<file path="src/rtl/operand_fetch_if.sv">
// operand_fetch_if: bundles the issue-stage handshakes and register file ports.
//   Upstream : inValid/inReady with inSrcA, inSrcB, inDst, inWrites
//   Regfile  : rfSrcA/rfSrcB read addresses, rfDataA/rfDataB read data (one edge late)
//   Writeback: wbValid, wbDst, wbData (also the register file write port)
//   Execute  : outValid/outReady with outDataA, outDataB, outDst, outWrites
// The slave modport is the operand_fetch view; master is the surrounding pipeline.
interface operand_fetch_if #(parameter int WordSize = 32);
    logic                inValid;
    logic                inReady;
    logic [4:0]          inSrcA;
    logic [4:0]          inSrcB;
    logic [4:0]          inDst;
    logic                inWrites;
    logic [4:0]          rfSrcA;
    logic [4:0]          rfSrcB;
    logic [WordSize-1:0] rfDataA;
    logic [WordSize-1:0] rfDataB;
    logic                wbValid;
    logic [4:0]          wbDst;
    logic [WordSize-1:0] wbData;
    logic                outValid;
    logic                outReady;
    logic [WordSize-1:0] outDataA;
    logic [WordSize-1:0] outDataB;
    logic [4:0]          outDst;
    logic                outWrites;

    modport slave (
        input  inValid, inSrcA, inSrcB, inDst, inWrites,
        input  rfDataA, rfDataB,
        input  wbValid, wbDst, wbData,
        input  outReady,
        output inReady, rfSrcA, rfSrcB,
        output outValid, outDataA, outDataB, outDst, outWrites
    );

    modport master (
        output inValid, inSrcA, inSrcB, inDst, inWrites,
        output rfDataA, rfDataB,
        output wbValid, wbDst, wbData,
        output outReady,
        input  inReady, rfSrcA, rfSrcB,
        input  outValid, outDataA, outDataB, outDst, outWrites
    );
endinterface

</file>
<file path="src/rtl/operand_fetch.sv">
// operand_fetch: issue stage in front of the register file with a 31-entry scoreboard.
//   clk    : rising-edge clock
//   nReset : asynchronous active-low reset
//   bus    : operand_fetch_if.slave (upstream, regfile read, writeback, execute)
// Holds at most one instruction. RAW/WAW hazards against in-flight writers stall
// the upstream handshake until writeback clears the busy bit.
// Optional feature macro OPERAND_FETCH_BYPASS_EN: a source retiring this cycle is
// not a hazard; its writeback data is captured and used for the first ISSUE cycle.
module operand_fetch #(
    parameter int WordSize = 32
) (
    input logic            clk,
    input logic            nReset,
    operand_fetch_if.slave bus
);
    typedef enum logic {IDLE, ISSUE} state_t;

    state_t        state_q, state_d;
    logic [31:1]   busy_q, busy_d;
    logic [4:0]    src_a_q, src_a_d;
    logic [4:0]    src_b_q, src_b_d;
    logic [4:0]    dst_q, dst_d;
    logic          writes_q, writes_d;
    logic [31:0]   busy_vec;
    logic [31:0]   clr_vec;
    logic [31:0]   set_vec;
    logic [31:0]   live_vec;
    logic [31:0]   next_vec;
    logic          hazard;
    logic          ready;
    logic          accept;
    logic [WordSize-1:0] opnd_a;
    logic [WordSize-1:0] opnd_b;
`ifdef OPERAND_FETCH_BYPASS_EN
    logic                byp_a_q, byp_a_d;
    logic                byp_b_q, byp_b_d;
    logic [WordSize-1:0] byp_data_a_q, byp_data_a_d;
    logic [WordSize-1:0] byp_data_b_q, byp_data_b_d;
`endif

    always_comb begin
        // bit 0 is tied low so x0 is never busy and indices need no range guard
        busy_vec = {busy_q, 1'b0};
        clr_vec  = (bus.wbValid && bus.wbDst != 5'd0) ? (32'd1 << bus.wbDst) : 32'd0;
`ifdef OPERAND_FETCH_BYPASS_EN
        // a source retiring this edge can be forwarded, so it is no longer a hazard
        live_vec = busy_vec & ~clr_vec;
`else
        live_vec = busy_vec;
`endif
        // destination check stays strict so each register has one pending writer
        hazard   = live_vec[bus.inSrcA] || live_vec[bus.inSrcB] ||
                   (bus.inWrites && busy_vec[bus.inDst]);
        ready    = nReset && !hazard && (state_q == IDLE || bus.outReady);
        accept   = bus.inValid && ready;
        set_vec  = (accept && bus.inWrites && bus.inDst != 5'd0) ? (32'd1 << bus.inDst) : 32'd0;
        // set after clear: a new writer wins over a retiring one on the same index
        next_vec = (busy_vec & ~clr_vec) | set_vec;
        busy_d   = next_vec[31:1];
        state_d  = accept ? ISSUE :
                   (state_q == ISSUE && bus.outReady) ? IDLE : state_q;
        src_a_d  = accept ? bus.inSrcA : src_a_q;
        src_b_d  = accept ? bus.inSrcB : src_b_q;
        dst_d    = accept ? bus.inDst : dst_q;
        writes_d = accept ? bus.inWrites : writes_q;
`ifdef OPERAND_FETCH_BYPASS_EN
        // regfile read on the accept edge returns the pre-write value, so the
        // retiring data is needed only for the first ISSUE cycle
        byp_a_d      = accept && clr_vec[bus.inSrcA];
        byp_b_d      = accept && clr_vec[bus.inSrcB];
        byp_data_a_d = accept ? bus.wbData : byp_data_a_q;
        byp_data_b_d = accept ? bus.wbData : byp_data_b_q;
        opnd_a       = (src_a_q == 5'd0) ? '0 : byp_a_q ? byp_data_a_q : bus.rfDataA;
        opnd_b       = (src_b_q == 5'd0) ? '0 : byp_b_q ? byp_data_b_q : bus.rfDataB;
`else
        opnd_a       = (src_a_q == 5'd0) ? '0 : bus.rfDataA;
        opnd_b       = (src_b_q == 5'd0) ? '0 : bus.rfDataB;
`endif
    end

    always_ff @(posedge clk or negedge nReset) begin
        if (!nReset) begin
            state_q  <= IDLE;
            busy_q   <= '0;
            src_a_q  <= '0;
            src_b_q  <= '0;
            dst_q    <= '0;
            writes_q <= 1'b0;
        end else begin
            state_q  <= state_d;
            busy_q   <= busy_d;
            src_a_q  <= src_a_d;
            src_b_q  <= src_b_d;
            dst_q    <= dst_d;
            writes_q <= writes_d;
        end
    end

`ifdef OPERAND_FETCH_BYPASS_EN
    always_ff @(posedge clk or negedge nReset) begin
        if (!nReset) begin
            byp_a_q      <= 1'b0;
            byp_b_q      <= 1'b0;
            byp_data_a_q <= '0;
            byp_data_b_q <= '0;
        end else begin
            byp_a_q      <= byp_a_d;
            byp_b_q      <= byp_b_d;
            byp_data_a_q <= byp_data_a_d;
            byp_data_b_q <= byp_data_b_d;
        end
    end
`endif

    // the read address follows the incoming instruction only when it is taken,
    // otherwise it stays on the held sources so the read data does not move
    assign bus.inReady   = ready;
    assign bus.rfSrcA    = accept ? bus.inSrcA : src_a_q;
    assign bus.rfSrcB    = accept ? bus.inSrcB : src_b_q;
    assign bus.outValid  = (state_q == ISSUE);
    assign bus.outDataA  = bus.outValid ? opnd_a : '0;
    assign bus.outDataB  = bus.outValid ? opnd_b : '0;
    assign bus.outDst    = dst_q;
    assign bus.outWrites = writes_q;
endmodule
</file>
<file path="src/flat_wrapper.sv">
// flat-port wrapper written by rule: the top's interface ports become plain ports
module operand_fetch_flat 
#(
    parameter int WordSize = 32
)
  (clk, nReset, bus_inValid, bus_inSrcA, bus_inSrcB, bus_inDst, bus_inWrites, bus_rfDataA, bus_rfDataB, bus_wbValid, bus_wbDst, bus_wbData, bus_outReady, bus_inReady, bus_rfSrcA, bus_rfSrcB, bus_outValid, bus_outDataA, bus_outDataB, bus_outDst, bus_outWrites);
  operand_fetch_if #(.WordSize(WordSize)) bus_i ();
  input logic clk;
  input logic nReset;
  input wire logic [$bits(bus_i.inValid)-1:0] bus_inValid;
  input wire logic [$bits(bus_i.inSrcA)-1:0] bus_inSrcA;
  input wire logic [$bits(bus_i.inSrcB)-1:0] bus_inSrcB;
  input wire logic [$bits(bus_i.inDst)-1:0] bus_inDst;
  input wire logic [$bits(bus_i.inWrites)-1:0] bus_inWrites;
  input wire logic [$bits(bus_i.rfDataA)-1:0] bus_rfDataA;
  input wire logic [$bits(bus_i.rfDataB)-1:0] bus_rfDataB;
  input wire logic [$bits(bus_i.wbValid)-1:0] bus_wbValid;
  input wire logic [$bits(bus_i.wbDst)-1:0] bus_wbDst;
  input wire logic [$bits(bus_i.wbData)-1:0] bus_wbData;
  input wire logic [$bits(bus_i.outReady)-1:0] bus_outReady;
  output wire logic [$bits(bus_i.inReady)-1:0] bus_inReady;
  output wire logic [$bits(bus_i.rfSrcA)-1:0] bus_rfSrcA;
  output wire logic [$bits(bus_i.rfSrcB)-1:0] bus_rfSrcB;
  output wire logic [$bits(bus_i.outValid)-1:0] bus_outValid;
  output wire logic [$bits(bus_i.outDataA)-1:0] bus_outDataA;
  output wire logic [$bits(bus_i.outDataB)-1:0] bus_outDataB;
  output wire logic [$bits(bus_i.outDst)-1:0] bus_outDst;
  output wire logic [$bits(bus_i.outWrites)-1:0] bus_outWrites;
  assign bus_i.inValid = bus_inValid;
  assign bus_i.inSrcA = bus_inSrcA;
  assign bus_i.inSrcB = bus_inSrcB;
  assign bus_i.inDst = bus_inDst;
  assign bus_i.inWrites = bus_inWrites;
  assign bus_i.rfDataA = bus_rfDataA;
  assign bus_i.rfDataB = bus_rfDataB;
  assign bus_i.wbValid = bus_wbValid;
  assign bus_i.wbDst = bus_wbDst;
  assign bus_i.wbData = bus_wbData;
  assign bus_i.outReady = bus_outReady;
  assign bus_inReady = bus_i.inReady;
  assign bus_rfSrcA = bus_i.rfSrcA;
  assign bus_rfSrcB = bus_i.rfSrcB;
  assign bus_outValid = bus_i.outValid;
  assign bus_outDataA = bus_i.outDataA;
  assign bus_outDataB = bus_i.outDataB;
  assign bus_outDst = bus_i.outDst;
  assign bus_outWrites = bus_i.outWrites;
  operand_fetch #(.WordSize(WordSize)) u_core (.clk(clk), .nReset(nReset), .bus(bus_i));
endmodule
</file>
<file path="config.mk">
export PLATFORM = sky130hd
export DESIGN_NAME = operand_fetch_flat
export DESIGN_NICKNAME = d
export VERILOG_FILES = /design/src/rtl/operand_fetch_if.sv /design/src/rtl/operand_fetch.sv /design/src/flat_wrapper.sv
export SDC_FILE = /design/constraint.sdc
export NUM_CORES = 1
export LEC_CHECK = 0
export ABC_AREA = 1
export CORE_MARGIN = 4
export CORE_UTILIZATION = 37
export DETAILED_ROUTE_END_ITERATION = 12
export GPL_TIMING_DRIVEN = 1
export PLACE_DENSITY = 0.85
export SLEW_MARGIN = 20
export SYNTH_ARGS = -nofsm -noshare
export SYNTH_HDL_FRONTEND = slang
export SYNTH_SLANG_ARGS = --single-unit
export TNS_END_PERCENT = 1
</file>
<file path="constraint.sdc">
create_clock -name clk -period 2.8 [get_ports clk]
set_input_delay 0.7 -clock clk [delete_from_list [all_inputs] [get_ports clk]]
set_output_delay 0.7 -clock clk [all_outputs]
set_load 0.01 [all_outputs]
</file>
==> results.txt <==
Net switching is 36.8% of the power. The logs give -3.53 ns for the setup total negative slack and 0 for the number of hold buffers added after CTS. Derived from the worst setup path, the maximum achievable clock frequency is 316 MHz.

Total wire length: 15.9 mm. The via count of the first global-routing pass is 4,796. Along the worst path, the maximum fanout reaches 6. Signal routing reaches up to met5.

For the net switching power, the log shows 0.000910 W. The commonest cells after synthesis are 171 x sky130_fd_sc_hd__nand2_1, 110 x sky130_fd_sc_hd__inv_1, 82 x sky130_fd_sc_hd__nor2_1, 53 x sky130_fd_sc_hd__nand3_1, 48 x sky130_fd_sc_hd__dfrtp_1. Counting every instance in the synthesized netlist gives 635. The first detailed-routing pass took 6 iterations.

After detailed routing, the number of vias per cell comes to 5.19. The library cell with the largest summed area after synthesis is sky130_fd_sc_hd__dfrtp_1. For the worst max-slew margin expressed relative to the limit, the log shows 34.8%.

The cell chosen for the clock root was sky130_fd_sc_hd__clkbuf_8. In this run, CTS created clock tree buffers numbering 5. Among all cell types in the netlist, the one instantiated most often is sky130_fd_sc_hd__nand2_1. After the last flow step, the layout net total stands at 975.

The share of flip-flops with an asynchronous set or reset works out to 100%. The setup check on the worst reg-to-reg path leaves a slack of 0.49 ns. The logs give 1.01 for the global placer's final weighted congestion and 0 for the hold violation total from the final report. For the pin with the worst max-slew slack, the measured transition is 0.974 ns.

For this run, the total global-route usage over all layers was measured as 25.0%. The die outline width is 111 um, and the smallest setup slack after layout is -0.366 ns. The clock passes through at most 2 buffers. The floorplan step defined a die boundary enclosing 12,300 um2. The worst clock skew on the final layout is 0.0153 ns.

The peak supply drop is 250 uV. The number of synthesis warnings is 0. The min-delay analysis places its worst path in the category flip-flop to flip-flop. Launch point of the worst hold path: u_core.bus.outDst[4]. Proportion of layout cells with a drive suffix above 1: 18.5%. The synthesized netlist occupies a cell area of 3910 um2. The initial antenna violation count is 2, and the share of the clock period used by the worst path after layout is 113%. For this design the top-level I/O count stands at 204. Total power divided by cell area: 376 nW/um2.

The amount of wire on met2 after detailed routing came out at 7.78 mm. The run gives 0 as the total global routing overflow. Via count: 5,148. The count of nets left with antenna violations once routing finished came out at 0.

The count of flip-flops with a built-in enable after synthesis works out to 0. The power share of the combinational group is 45.9%, and the number of remaining DRC errors is 0. Summed over all cells, the static leakage comes to 3.65 nW. The first routing iteration left 596 violations. The worst setup path is captured at an output pin.

At the worst endpoint, the required time is 2.10 ns. Cell internal power was estimated by the tool at 0.00156 W. The number of nets in the synthesized netlist is 757. At the later pin of the worst-skew pair, clock insertion delay measures 0.32 ns. The first global-routing pass estimated 25.3 mm of wire. In the final routed layout, each cell accounts on average for 16.0 um.

CTS saw 48 sinks. The checks that failed: setup timing. Detailed placement ended at an HPWL of 12.0 mm.

The run finished, with violations left. Sequential cells were found to cover 30.7% of the synthesized design area. The synthesis-to-layout area growth came out at 68.3%. Setup repair after global routing could not meet its margin everywhere.

The die is 111 um tall. The leading register cell type out of synthesis is sky130_fd_sc_hd__dfrtp_1. The relative contribution of the clock network to total power was 18.6%. The worst setup path is launched from an input port.

Entering global routing, the biggest net connects 49 pins. The clock period minus worst slack works out to 3.17 ns. The design draws 0.00247 W.

The CTS clock-pin slew for the worst setup and hold paths works out to 0.11 ns. The count of input and output buffers is 171. Dividing the synthesized area by the synthesized cell count gives 6.16 um2.

Data on the critical path arrives at its endpoint at 2.47 ns. In this run, distinct cell masters in the synthesized netlist total 28. The number of violations of the max-capacitance limit came out at 0. Worst setup path startpoint: bus_inDst[4]. The synthesized design contains 48 register bits. In this run the critical register-to-register path is launched from u_core.busy_q[17].

The share of the synthesized area in the top cell type is 30.7%. The met3 wire length came out at 1.55 mm. The number of levels the H-tree was split into is 2, and the total number of placement rows is 37.

The floorplan step defined a core boundary enclosing 10,300 um2. The run gives 0 as the count of pins over their slew limit. Once the floorplan was initialized, standard cells occupied 37.9% of the core.

The detailed router put a total of 5.87 mm of wire on met1. The filler cells instantiated in the layout total 897. TritonCTS built the clock tree.

Ranked by total cell area, the synthesized netlist is headed by sky130_fd_sc_hd__dfrtp_1 31%, sky130_fd_sc_hd__nand2_1 16%, sky130_fd_sc_hd__inv_1 11%. Setup violations remaining at the end of the flow were counted as 13. The run gives 35.5% as the share of power burned in registers. The critical path is of the input port to output pin type.
==> state kept, by name (all words and copies together) (netlist names) <==
name / flops
u_core.src_b_q: 5
u_core.bus.outDst: 5
u_core.src_a_q: 5
u_core.busy_q: 31
u_core.bus.outValid: 1
u_core.bus.outWrites: 1
==> cell usage in the layout (no fill, tap or decap), types with 13 or more instances in the layout <==
cell and instances:
sky130_fd_sc_hd__nand2_1 160, sky130_fd_sc_hd__dlygate4sd2_1 66, sky130_fd_sc_hd__buf_4 52, sky130_fd_sc_hd__o21ai_0 39
sky130_fd_sc_hd__nand3_1 44, sky130_fd_sc_hd__buf_6 18, sky130_fd_sc_hd__nand2_2 13, sky130_fd_sc_hd__clkdlybuf4s50_1 85
sky130_fd_sc_hd__nor3_1 16, sky130_fd_sc_hd__nand4_1 30, sky130_fd_sc_hd__inv_1 104, sky130_fd_sc_hd__nor2_1 82
sky130_fd_sc_hd__dfrtp_1 48
==> final timing paths <==
check,end,cells after the start
worst max-delay path,bus_rfSrcA[2],10
worst min-delay path,u_core.bus.outDst[4],2
worst max register to register,u_core.busy_q[16],14
worst min register to register,u_core.bus.outDst[4],2
max in group asynchronous,u_core.busy_q[7],2
min in group asynchronous,u_core.busy_q[30],2
==> cell families (layout without fill, tap and decap cells) <==
group           Yosys count  count (layout)  share of synthesized area (%)
compound gates           74              74                           11.3
buf+inv                 150             369                           17.7
flops                    48              48                           30.7
other cells               0               1                              0
simple gates            363             363                           40.3
==> layer usage <==
layer	vias to the layer above	track usage, %
li1	2431	-
met1	2308	29.4
met2	338	43.7
met3	69	5.73
met4	2	10.0
met5	-	0
==> cell type report <==
| class | instances | area [um2] | share of cell area, % |
|---|---|---|---|
| flip-flops and latches | 48 | 1200 | 18.2 |
| inverters | 114 | 442 | 6.71 |
| clock buffers | 5 | 68.8 | 1.05 |
| diodes | 1 | 2.50 | 0.0380 |
| repair buffers | 247 | 2460 | 37.3 |
| multi-input cells | 437 | 2220 | 33.7 |
| well taps | 136 | 170 | 2.58 |
| clock inverters | 3 | 26.3 | 0.399 |
==> power groups by stage <==
stage / Sequential, W / Clock (W) / Combinational (W)
after CTS: 0.000871 / 0.000459 / 0.00110
after floorplan: 0.000861 / 0 / 0.000492
after global routing: 0.000885 / 0.000492 / 0.00122
after global placement: 0.000871 / 0 / 0.00104
final: 0.000877 / 0.000460 / 0.00114
after detailed placement: 0.000873 / 0 / 0.00106
==> timing repair <==
action,in CTS,in global routing
pin swaps,21,12
setup buffers,7,3
gates cloned,7,0
setup endpoints to repair,75,15
resized for setup,188,27
==> per-stage QoR <==
| stage | hold slack, ns | area [um2] | utilization [%] | setup slack, ns | std cells |
|---|---|---|---|---|---|
| final | 0.485 | 6580 | 63.8 | -0.366 | 991 |
| after global routing | 0.504 | 6580 | 63.8 | -0.488 | 991 |
| after CTS | 0.490 | 6470 | 62.7 | -0.284 | 987 |
| after detailed placement | 0.464 | 6130 | 59.4 | -1.09 | 965 |
| after global placement | 0.459 | 6130 | 59.4 | -1.05 | 965 |
| after floorplan | 0.404 | 4030 | - | -0.118 | 635 |
==> critical path, cell delays in order <==
cell,delay [ns]
sky130_fd_sc_hd__clkdlybuf4s50_1,0.51
sky130_fd_sc_hd__inv_1,0.16
sky130_fd_sc_hd__nand3_1,0.10
sky130_fd_sc_hd__nand3_2,0.11
sky130_fd_sc_hd__nand2_2,0.08
sky130_fd_sc_hd__nor3_4,0.17
sky130_fd_sc_hd__clkinv_4,0.16
sky130_fd_sc_hd__buf_12,0.18
sky130_fd_sc_hd__o21ai_4,0.17
sky130_fd_sc_hd__buf_6,0.12
Power figures use the tool's default switching activity.
